==> src/rtl/int_sequencer_pkg.sv <==
// Shared types and constants for the interrupt entry/return sequencer.
// The flag word stacked on entry carries the flags in its low bits and the saved enable above them.
package int_pkg;

  typedef enum logic [2:0] {
    S_IDLE,
    S_PUSH_PC,
    S_PUSH_FL,
    S_VECTOR,
    S_POP_FL,
    S_POP_PC,
    S_RESTORE
  } state_t;

  localparam int FL_W_DEF  = 8;
  localparam int IE_BIT    = FL_W_DEF;
  localparam int NO_VECTOR = 0;

  // Position of the saved enable inside the stacked flag word for a given flag width.
  function automatic int ie_bit(input int fl_w);
    return fl_w;
  endfunction

endpackage

==> src/rtl/int_sequencer.sv <==
// CPU-side interrupt sequencer: stacks PC/flags/enable on entry, loads the vector and acks,
// and on RETI pops and restores them before signalling end-of-interrupt.
module int_sequencer
  import int_pkg::*;
#(
  parameter int PC_W = 16,
  parameter int FL_W = 8
) (
  input  logic            CLK,
  input  logic            RST,
  input  logic            irq_req,
  input  logic [PC_W-1:0] irq_vec,
  output logic            irq_ack,
  output logic            eoi,
  input  logic            instr_done,
  input  logic            reti,
  input  logic            ie_set,
  input  logic            ie_clr,
  input  logic [PC_W-1:0] pc_in,
  input  logic [FL_W-1:0] flags_in,
  output logic            push_valid,
  output logic [PC_W-1:0] push_data,
  input  logic            push_ready,
  output logic            pop_valid,
  input  logic [PC_W-1:0] pop_data,
  input  logic            pop_ready,
  output logic            pc_load,
  output logic [PC_W-1:0] pc_value,
  output logic            flags_load,
  output logic [FL_W-1:0] flags_out,
  output logic            cpu_stall,
  output logic            ie,
  output logic            in_service
);

  localparam int IE_POS = ie_bit(FL_W);

  state_t            state_reg, state_next;
  logic [PC_W-1:0]   pc_sav_reg, pc_sav_next;
  logic [FL_W-1:0]   fl_sav_reg, fl_sav_next;
  logic              ie_sav_reg, ie_sav_next;
  logic [PC_W-1:0]   vec_reg, vec_next;
  logic              ie_reg, ie_next;
  logic              isr_reg, isr_next;
  logic              push_valid_reg, push_valid_next;
  logic [PC_W-1:0]   push_data_reg, push_data_next;
  logic              pop_valid_reg, pop_valid_next;
  logic              pc_load_reg, pc_load_next;
  logic [PC_W-1:0]   pc_value_reg, pc_value_next;
  logic              flags_load_reg, flags_load_next;
  logic [FL_W-1:0]   flags_out_reg, flags_out_next;
  logic              irq_ack_reg, irq_ack_next;
  logic              eoi_reg, eoi_next;
  logic              stall_reg, stall_next;
  logic [PC_W-1:0]   fl_word;

  // Outputs are registered from the next state, so each one lines up with the state it describes.
  always_comb begin
    state_next      = state_reg;
    pc_sav_next     = pc_sav_reg;
    fl_sav_next     = fl_sav_reg;
    ie_sav_next     = ie_sav_reg;
    vec_next        = vec_reg;
    ie_next         = ie_reg;
    isr_next        = isr_reg;
    push_data_next  = push_data_reg;
    pc_value_next   = pc_value_reg;
    flags_out_next  = flags_out_reg;
    pc_load_next    = 1'b0;
    flags_load_next = 1'b0;
    irq_ack_next    = 1'b0;
    eoi_next        = 1'b0;
    fl_word         = '0;
    fl_word[FL_W-1:0] = fl_sav_reg;
    fl_word[IE_POS]   = ie_sav_reg;

    case (state_reg)
      S_IDLE: begin
        if (ie_clr)      ie_next = 1'b0;
        else if (ie_set) ie_next = 1'b1;
        // RETI has priority; a still-pending request is picked up at a later boundary.
        if (instr_done && reti && isr_reg) begin
          state_next = S_POP_FL;
        end else if (instr_done && irq_req && ie_reg && !isr_reg &&
                     irq_vec != PC_W'(NO_VECTOR)) begin
          state_next     = S_PUSH_PC;
          pc_sav_next    = pc_in;
          fl_sav_next    = flags_in;
          ie_sav_next    = ie_reg;
          vec_next       = irq_vec;
          push_data_next = pc_in;
        end
      end
      S_PUSH_PC: begin
        if (push_ready) begin
          state_next     = S_PUSH_FL;
          push_data_next = fl_word;
        end
      end
      S_PUSH_FL: begin
        if (push_ready) begin
          state_next    = S_VECTOR;
          pc_load_next  = 1'b1;
          pc_value_next = vec_reg;
          irq_ack_next  = 1'b1;
        end
      end
      S_VECTOR: begin
        state_next = S_IDLE;
        ie_next    = 1'b0;
        isr_next   = 1'b1;
      end
      S_POP_FL: begin
        if (pop_ready) begin
          state_next  = S_POP_PC;
          fl_sav_next = pop_data[FL_W-1:0];
          ie_sav_next = pop_data[IE_POS];
        end
      end
      S_POP_PC: begin
        if (pop_ready) begin
          state_next      = S_RESTORE;
          pc_value_next   = pop_data;
          pc_load_next    = 1'b1;
          flags_load_next = 1'b1;
          flags_out_next  = fl_sav_reg;
          eoi_next        = 1'b1;
        end
      end
      S_RESTORE: begin
        state_next = S_IDLE;
        ie_next    = ie_sav_reg;
        isr_next   = 1'b0;
      end
      default: state_next = S_IDLE;
    endcase

    push_valid_next = (state_next == S_PUSH_PC) || (state_next == S_PUSH_FL);
    pop_valid_next  = (state_next == S_POP_FL)  || (state_next == S_POP_PC);
    stall_next      = (state_next != S_IDLE);
  end

  always_ff @(posedge CLK) begin
    if (!RST) begin
      state_reg      <= S_IDLE;
      pc_sav_reg     <= '0;
      fl_sav_reg     <= '0;
      ie_sav_reg     <= 1'b0;
      vec_reg        <= '0;
      ie_reg         <= 1'b0;
      isr_reg        <= 1'b0;
      push_valid_reg <= 1'b0;
      push_data_reg  <= '0;
      pop_valid_reg  <= 1'b0;
      pc_load_reg    <= 1'b0;
      pc_value_reg   <= '0;
      flags_load_reg <= 1'b0;
      flags_out_reg  <= '0;
      irq_ack_reg    <= 1'b0;
      eoi_reg        <= 1'b0;
      stall_reg      <= 1'b0;
    end else begin
      state_reg      <= state_next;
      pc_sav_reg     <= pc_sav_next;
      fl_sav_reg     <= fl_sav_next;
      ie_sav_reg     <= ie_sav_next;
      vec_reg        <= vec_next;
      ie_reg         <= ie_next;
      isr_reg        <= isr_next;
      push_valid_reg <= push_valid_next;
      push_data_reg  <= push_data_next;
      pop_valid_reg  <= pop_valid_next;
      pc_load_reg    <= pc_load_next;
      pc_value_reg   <= pc_value_next;
      flags_load_reg <= flags_load_next;
      flags_out_reg  <= flags_out_next;
      irq_ack_reg    <= irq_ack_next;
      eoi_reg        <= eoi_next;
      stall_reg      <= stall_next;
    end
  end

  assign irq_ack    = irq_ack_reg;
  assign eoi        = eoi_reg;
  assign push_valid = push_valid_reg;
  assign push_data  = push_data_reg;
  assign pop_valid  = pop_valid_reg;
  assign pc_load    = pc_load_reg;
  assign pc_value   = pc_value_reg;
  assign flags_load = flags_load_reg;
  assign flags_out  = flags_out_reg;
  assign cpu_stall  = stall_reg;
  assign ie         = ie_reg;
  assign in_service = isr_reg;

endmodule

==> config.mk <==
export PLATFORM = sky130hd
export DESIGN_NAME = int_sequencer
export DESIGN_NICKNAME = d
export VERILOG_FILES = /design/src/rtl/int_sequencer_pkg.sv /design/src/rtl/int_sequencer.sv
export SDC_FILE = /design/constraint.sdc
export NUM_CORES = 1
export LEC_CHECK = 0
export ABC_AREA = 1
export CAP_MARGIN = 20
export CORE_MARGIN = 10
export CORE_UTILIZATION = 30
export CTS_CLUSTER_DIAMETER = 200
export CTS_CLUSTER_SIZE = 16
export DETAILED_ROUTE_END_ITERATION = 6
export GPL_TIMING_DRIVEN = 0
export HOLD_SLACK_MARGIN = 0.12
export SETUP_SLACK_MARGIN = 0.02
export SKIP_LAST_GASP = 1
export SLEW_MARGIN = 0
export SYNTH_ARGS = -nofsm -noshare
export SYNTH_HDL_FRONTEND = slang
export SYNTH_SLANG_ARGS = --single-unit
==> constraint.sdc <==
create_clock -name CLK -period 2.5 [get_ports CLK]
set_input_delay 0.5 -clock CLK [delete_from_list [all_inputs] [get_ports CLK]]
set_output_delay 0.5 -clock CLK [all_outputs]
set_load 0.05 [all_outputs]
==> impl_metrics.yaml, run 1 <==
clocking:
  clk_latency_ns: 0.33
  clk_pin_slew_ns: 0.06
  cts_max_path_buffers: 2
  cts_buffers: 9
  htree_levels: 3
  cts.sinks: 76
  ctsHoldBuffers: 0
  ctsResizeCount: 0
  cts_tree: "yes"
  root_buffer: "clkbuf_16"
  cts_setup_buffers: 0
min_path:
  hold_depth: 2
  hold_path.class: "flop to flop"
  min_to: "vec_reg[13]$_SDFFE_PN0P_"
  hp-start: "vec_reg[13]$_SDFFE_PN0P_"
setup_path:
  r2r-end: "push_data[15]$_SDFFE_PN0P_"
  path_delay_family: "buffers and inverters"
  cp.buffers_inverters: 1
  critPathSlowestCell: "clkdlybuf4s50_1"
  worstSetupPathType: "flop to output pin"
  cp-end-kind: "output pin"
  reg2regPathDepth: 8
  start_kind: "flop"
  cpPeakStageDelay_ns: 0.85
  r2r_setup_slack_ns: 0.71
  path_cells: "clkdlybuf4s50_1"
  r2r_start: "ie$_SDFFE_PN0P_"
  worstPathArrival_ns: 1.60
  critPathMaxFanout: 4
  required_ns: 2.00
routing:
  wirelength_microns: 11600
  routedWlPerCell_microns: 15.4
  drtPass1Iterations: 4
  vias: 3580
  met3WireLength_microns: 1010
  ant_nets: 0
  drc: 0
  vias_per_cell: 4.75
  highest_layer: "met4"
  first_iter_violations: 219
  dr_wl_met2_microns: 4960
  wl_met1_microns: 5480
sta:
  hold_viol: 0
  finalSetupViolCount: 0
  tns_ns: 0
  rsz0062_at_grt: "no"
  fin_skew_ns: 0.00651
  finalWorstSetupSlack_ns: 0.399
  relSlewSlack: 0.624
  max_slew.worst_pin.slew_ns: 0.562
  finalCriticalPeriod_ns: 2.10
  min_period_over_period: 0.841
  max_freq_mhz: 476
  drv_slew: 0
power:
  power_frac_comb: 0.155
  switching_share: 0.257
  pwr-share-seq: 0.407
  irDropWorstVdd_uv: 361
  p_per_area_nw_per_um2: 613
  intPower_mw: 2.34
  switchingPower_uw: 807
  clockPowerShare: 0.438
  power.leakage_nw: 2.09
placed_design:
  place_hpwl_microns: 9250
  port_buffers: 112
  place_inst: 738
  dp_slack_ns: 0.182
  finalWeightedCongestion: 0.880
synthesis:
  synth-seq-area-share: 0.433
  netlist_area_sq_um: 3510
  syn_nets: 548
  ys_warn_count: 0
  synth_mux_area_frac: 0
  synth_cells: 483
  synth.distinct_cells: 27
  yosys.area_share.simple: 0.292
  synth_fa_ha_area_frac: 0
  synth_top_family_by_area: "simple AND/OR/NAND/NOR gates"
  avgSynthCellArea_sq_um: 7.27
  ys_seq_elements: 76
  synth-xor-area-share: 0
  synth_compound_area_frac: 0.174
die:
  ios: 114
  die_y_microns: 128
  die_x_microns: 128
  die_area_sq_um: 16400
  rows: 39
  floorplan.initialDensity: 0.307
  core_region_area_sq_um: 11400
grt:
  antenna_found_initial: 0
  grt.total_usage: 0.140
  grt_first_pass_wirelength_microns: 18700
  grt-ovfl-total: 0
  grt_max_degree: 14
  grt_pass1_vias: 3683
status:
  status: "finished, final reports clean"
layout:
  layout_common_cells: "clkdlybuf4s50_1, nand2_1, dfxtp_1"
  syn2layout_area_growth_pct: 46.1
  diodes: 0
  final_cells: 754
  finalNetCount: 671
  final_common_cell: "clkdlybuf4s50_1"
  layout-drive-gt1-share: 0.0966
job:
  maxCapViolCount: 0
-- metal layers --
| layer | vias up | GRT usage |
|---|---|---|
| met5 | - | 0 |
| met4 | 0 | 0.0351 |
| met3 | 10 | 0.0567 |
| met2 | 112 | 0.218 |
| met1 | 1593 | 0.175 |
| li1 | 1865 | - |
-- area by class of cell --
| class | count | area [sq um] |
|---|---|---|
| multi-input cells | 333 | 1630 |
| flip-flops and latches | 76 | 1520 |
| well taps | 143 | 179 |
| clock buffers | 10 | 229 |
| inverters | 40 | 150 |
| repair buffers | 112 | 1120 |
| plain buffers | 34 | 205 |
| fillers | 1139 | 6290 |
| clock inverters | 6 | 88.8 |
-- cells in the mapped netlist --
cell / count / share of area
nand3_4: 3 / 0.015
nor3_2: 1 / 0.0029
a211oi_1: 10 / 0.021
clkbuf_1: 10 / 0.011
nor2_4: 1 / 0.0032
nand4_4: 1 / 0.0061
nand3_1: 30 / 0.043
nand4_2: 1 / 0.0036
buf_4: 7 / 0.015
inv_1: 34 / 0.036
nand4_1: 24 / 0.043
nor3_1: 1 / 0.0014
or2_1: 1 / 0.0018
inv_2: 6 / 0.0064
nand2_2: 4 / 0.0071
nor2_2: 3 / 0.0053
nand3_2: 1 / 0.0029
o21ai_0: 46 / 0.066
buf_6: 5 / 0.016
buf_2: 11 / 0.016
nand2_1: 88 / 0.094
a21oi_1: 51 / 0.073
nor2_1: 59 / 0.063
a31oi_1: 7 / 0.012
dfxtp_1: 76 / 0.43
buf_1: 1 / 0.0011
o21ai_1: 1 / 0.0014
-- logic make-up after synthesis --
| family | after synthesis |
|---|---|
| compound gates | 115 |
| buf+inv | 74 |
| flops | 76 |
| simple gates | 218 |
-- power groups by stage --
stage | Combinational, mW | Sequential, mW | Clock, mW
2_1_floorplan | 0.168 | 1.40 | 0
3_3_place_gp | 0.487 | 1.30 | 0
3_5_place_dp | 0.490 | 1.30 | 0
4_1_cts | 0.491 | 1.28 | 1.39
5_1_grt | 0.533 | 1.28 | 1.46
6_report | 0.489 | 1.28 | 1.38
-- worst max path at each step --
stage | endpoint | from | cells after the start
after CTS | ie | ie$_SDFFE_PN0P_ | 1
after global placement | push_data[3]$_SDFFE_PN0P_ | instr_done | 9
after detailed placement | push_data[3]$_SDFFE_PN0P_ | instr_done | 9
after floorplan | push_data[13]$_SDFFE_PN0P_ | ie$_SDFFE_PN0P_ | 8
final | ie | ie$_SDFFE_PN0P_ | 1
after global routing | push_data[6]$_SDFFE_PN0P_ | instr_done | 9
-- per-stage QoR --
| stage | cell area, sq um | power [mW] | utilization | hold WS (ns) |
|---|---|---|---|---|
| 2_1_floorplan | 3510 | 1.57 | - | 0.437 |
| 3_3_place_gp | 4810 | 1.79 | 0.421 | 0.455 |
| 3_5_place_dp | 4810 | 1.79 | 0.421 | 0.455 |
| 4_1_cts | 5130 | 3.16 | 0.449 | 0.465 |
| 5_1_grt | 5130 | 3.27 | 0.449 | 0.489 |
| 6_report | 5130 | 3.14 | 0.449 | 0.464 |
(Power assumes the default switching activity.)
==> run 2: changes to the inputs <==
clock period = 1.9 ns   (was 2.5 ns; I/O delays follow)
==> impl_metrics.yaml, run 2 (synthesis gave the netlist of run 1 again) <==
status:
  status: "finished, final reports clean"
setup_path:
  start_kind: "flop"
  cp-end-kind: "output pin"
  critPathSlowestCell: "clkdlybuf4s50_1"
  critPathMaxFanout: 2
  path_cells: "clkdlybuf4s50_1"
  path_delay_family: "buffers and inverters"
  cpPeakStageDelay_ns: 0.81
  worstPathArrival_ns: 1.46
  r2r_setup_slack_ns: 0.28
  worstSetupPathType: "flop to output pin"
  cp.buffers_inverters: 1
  required_ns: 1.52
power:
  total_power_mw: 4.13
  switchingPower_mw: 1.06
  pwr-share-seq: 0.406
  power_frac_comb: 0.155
  intPower_mw: 3.07
  clockPowerShare: 0.438
  irDropWorstVdd_uv: 474
  p_per_area_nw_per_um2: 791
  switching_share: 0.257
  power.leakage_nw: 2.66
grt:
  grt-ovfl-total: 0
  grt_first_pass_wirelength_microns: 18700
  grt_max_degree: 14
  grt.total_usage: 0.139
  antenna_found_initial: 0
  grt_pass1_vias: 3682
clocking:
  clk_latency_ns: 0.33
  clk_pin_slew_ns: 0.06
  cts_buffers: 9
  cts_max_path_buffers: 2
  htree_levels: 3
  cts.sinks: 76
  cts_tree: "yes"
  root_buffer: "clkbuf_16"
  ctsHoldBuffers: 0
sta:
  max_slew.worst_pin.slew_ns: 0.558
  min_period_over_period: 0.971
  finalSetupViolCount: 0
  relSlewSlack: 0.630
  fin_skew_ns: 0.00636
  hold_viol: 0
  max_freq_mhz: 542
  fin_hold_ws_ns: 0.461
  finalCriticalPeriod_ns: 1.84
  rsz0062_at_grt: "no"
  tns_ns: 0
  drv_slew: 0
routing:
  drtPass1Iterations: 4
  vias: 3598
  first_iter_violations: 237
  wirelength_microns: 11700
  drc: 0
  ant_nets: 0
  routedWlPerCell_microns: 15.4
  vias_per_cell: 4.74
layout:
  diodes: 0
  final_util: 0.458
  final_common_cell: "nand2_1"
  layout-drive-gt1-share: 0.104
  finalNetCount: 676
  layout_common_cells: "nand2_1, dfxtp_1, clkdlybuf4s50_1"
  syn2layout_area_growth_pct: 49.0
die:
  die_y_microns: 128
  rows: 39
  die_area_sq_um: 16400
  core_region_area_sq_um: 11400
  floorplan.initialDensity: 0.307
  die_x_microns: 128
  ios: 114
min_path:
  hold_path.class: "flop to flop"
placed_design:
  finalWeightedCongestion: 0.880
  port_buffers: 112
  place_hpwl_microns: 9250
job:
  maxCapViolCount: 0
[run 2: timing repair]
item,CTS,global route
endpoints found under the hold margin,0,0
buffers inserted,0,5
pin swaps,0,2
setup endpoints to repair,15,57
resized for setup,15,27
[run 2: worst paths after layout]
kind | end | depth (start not counted) | startpoint
setup / recovery | push_data[14] | 1 | push_data[14]$_SDFFE_PN0P_
hold / removal | vec_reg[9]$_SDFFE_PN0P_ | 2 | vec_reg[9]$_SDFFE_PN0P_
setup reg to reg | vec_reg[1]$_SDFFE_PN0P_ | 6 | ie$_SDFFE_PN0P_
hold reg to reg | vec_reg[9]$_SDFFE_PN0P_ | 2 | vec_reg[9]$_SDFFE_PN0P_
[run 2: metal layers]
layer,GRT usage,share of wire
met2,0.217,0.43
met4,0.0351,0.0088
met1,0.174,0.47
met3,0.0567,0.090
met5,0,0
[run 2: layout make-up]
cell class              count  area, sq um
fillers                  1134         6190
multi-input cells         333         1640
flip-flops and latches     76         1520
repair buffers            117         1220
clock buffers              10          229
plain buffers              34          205
well taps                 143          179
inverters                  40          150
clock inverters             6         88.8
[run 2: power groups by stage]
stage | clock network (mW) | registers [mW] | logic (mW)
after floorplan | 0 | 1.85 | 0.221
after detailed placement | 0 | 1.72 | 0.644
after global placement | 0 | 1.71 | 0.641
final | 1.81 | 1.68 | 0.641
after global routing | 1.92 | 1.69 | 0.700
after CTS | 1.83 | 1.68 | 0.640
[run 2: metrics by stage]
step | std cells | area, sq um | setup slack, ns
2_1_floorplan | 483 | 3510 | 0.155
3_3_place_gp | 738 | 4810 | -0.264
3_5_place_dp | 738 | 4810 | -0.298
4_1_cts | 754 | 5110 | 0.0210
5_1_grt | 759 | 5230 | 0.0203
6_report | 759 | 5230 | 0.0559
==> run 3: changes to the inputs <==
ABC_AREA = unset   (was 1)
==> impl_metrics.yaml, run 3 <==
grt:
  grt_pass1_vias: 3307
  antenna_found_initial: 0
  grt_first_pass_wirelength_microns: 17500
  grt.total_usage: 0.136
  grt_max_degree: 14
  grt-ovfl-total: 0
sta:
  relSlewSlack: 0.644
  max_slew.worst_pin.slew_ns: 0.533
  max_freq_mhz: 539
  drv_slew: 0
  rsz0062_at_grt: "no"
  min_period_over_period: 0.976
  finalWorstSetupSlack_ns: 0.0457
  fin_skew_ns: 0.00765
  finalSetupViolCount: 0
  hold_viol: 0
  finalCriticalPeriod_ns: 1.85
layout:
  final_cells: 648
  layout_common_cells: "dfxtp_1, clkdlybuf4s50_1, a21oi_1"
  final_common_cell: "dfxtp_1"
  syn2layout_area_growth_pct: 50.8
  diodes: 0
  final.fill_count: 1110
  fin_area_sq_um: 5190
  layout-drive-gt1-share: 0.135
  finalNetCount: 565
clocking:
  cts_max_path_buffers: 2
  cts_buffers: 9
  clk_pin_slew_ns: 0.06
  ctsHoldBuffers: 0
  htree_levels: 3
  cts_tree: "yes"
  clk_latency_ns: 0.34
  root_buffer: "clkbuf_16"
  cts.sinks: 76
setup_path:
  worstPathArrival_ns: 1.47
  path_cells: "clkdlybuf4s50_1"
  cp-end-kind: "output pin"
  critPathSlowestCell: "clkdlybuf4s50_1"
  critPathMaxFanout: 2
  required_ns: 1.52
  path_delay_family: "buffers and inverters"
  path_depth: 1
  start_kind: "flop"
  reg2regPathDepth: 6
  worstSetupPathType: "flop to output pin"
  cp.buffers_inverters: 1
  cpPeakStageDelay_ns: 0.81
synthesis:
  synth-seq-area-share: 0.442
  syn_nets: 437
  synth_edf_count: 0
  netlist_area_sq_um: 3440
  synthTopCellsByArea: "dfxtp_1, mux2i_1, a211oi_1"
  synth_top_area_share: 0.442
  post-synth-top-count-cell: "dfxtp_1"
  synth_ff_type: "dfxtp_1"
  yosys-top-cells-count: "dfxtp_1, a21oi_1, mux2i_1"
  synth.distinct_cells: 48
  ys_seq_elements: 76
  synth_cells: 372
  ys_warn_count: 0
  async_flop_share: 0
  avgSynthCellArea_sq_um: 9.25
  synth_top_area_cell: "dfxtp_1"
die:
  die_x_microns: 127
  core_region_area_sq_um: 11300
  rows: 39
  die_y_microns: 127
  die_area_sq_um: 16200
  floorplan.initialDensity: 0.304
  ios: 114
power:
  irDropWorstVdd_uv: 344
  p_per_area_nw_per_um2: 792
  power.leakage_nw: 2.40
status:
  status: "finished, final reports clean"
placed_design:
  dp_slack_ns: -0.491
  place_inst: 628
  place_hpwl_microns: 8950
  port_buffers: 113
  postPlaceCellArea_sq_um: 4750
  finalWeightedCongestion: 0.839
routing:
  routedWlPerCell_microns: 17.4
  vias: 3219
  first_iter_violations: 201
  drc: 0
  ant_nets: 0
  wirelength_microns: 11300
  drtPass1Iterations: 4
  vias_per_cell: 4.97
min_path:
  hold_depth: 3
  hold_path.class: "primary input to flop"
job:
  maxCapViolCount: 0
==> run 3: area by class of cell <==
cell class                 instances  area [sq um]  share of cell area
multi-input combinational        259          1740               0.335
sequential                        76          1520               0.293
timing repair buffer             117          1190               0.229
buffer                            33           230              0.0444
clock buffer                      10           229              0.0441
tap                              143           179              0.0345
clock inverter                     6          88.8              0.0171
inverter                           4          15.0             0.00289
==> run 3: per-stage QoR <==
stage | hold WS (ns) | total power [mW] | util | TNS, ns
6_report | 0.416 | 4.11 | 0.458 | 0
5_1_grt | 0.425 | 4.26 | 0.458 | 0
4_1_cts | 0.460 | 4.15 | 0.448 | 0
3_5_place_dp | 0.452 | 2.32 | 0.420 | -21.57
3_3_place_gp | 0.444 | 2.32 | 0.420 | -22.30
2_1_floorplan | 0.440 | 2.04 | - | 0
==> run 3: worst paths after layout <==
path / from / end / slack, ns
setup / recovery: pc_value[6]$_SDFFE_PN0P_ / pc_value[6] / 0.05
hold / removal: irq_vec[3] / vec_reg[3]$_SDFFE_PN0P_ / 0.42
setup reg to reg: state_reg[0]$_SDFF_PN0_ / pc_value[11]$_SDFFE_PN0P_ / 0.28
hold reg to reg: push_data[4]$_SDFFE_PN0P_ / push_data[4]$_SDFFE_PN0P_ / 0.45
==> run 3: layer usage <==
layer	routed length, microns	part of all wire	global-route usage
met4	154	0.014	0.0442
met2	5170	0.46	0.216
met3	862	0.076	0.0488
met1	5110	0.45	0.166
met5	0	0	0
==> run 3: repair_timing <==
item	4_1_cts	5_1_grt
resized for setup	27	36
endpoints found under the hold margin	0	0
setup endpoints to repair	68	61
pin swaps	1	2
gates cloned	0	0
setup buffers	0	4
==> run 3: where the power goes <==
part           switching [mW]  internal, mW  total (mW)  leakage, nW
Clock                   0.670          1.15        1.82        0.149
Sequential             0.0351          1.65        1.68        0.614
Combinational           0.324         0.280       0.604         1.63
==> run 3: kinds of logic after synthesis <==
group	Yosys count	share of synthesized area
simple gates	111	0.176
flops	76	0.442
buf+inv	37	0.0672
compound gates	114	0.216
mux	34	0.0989
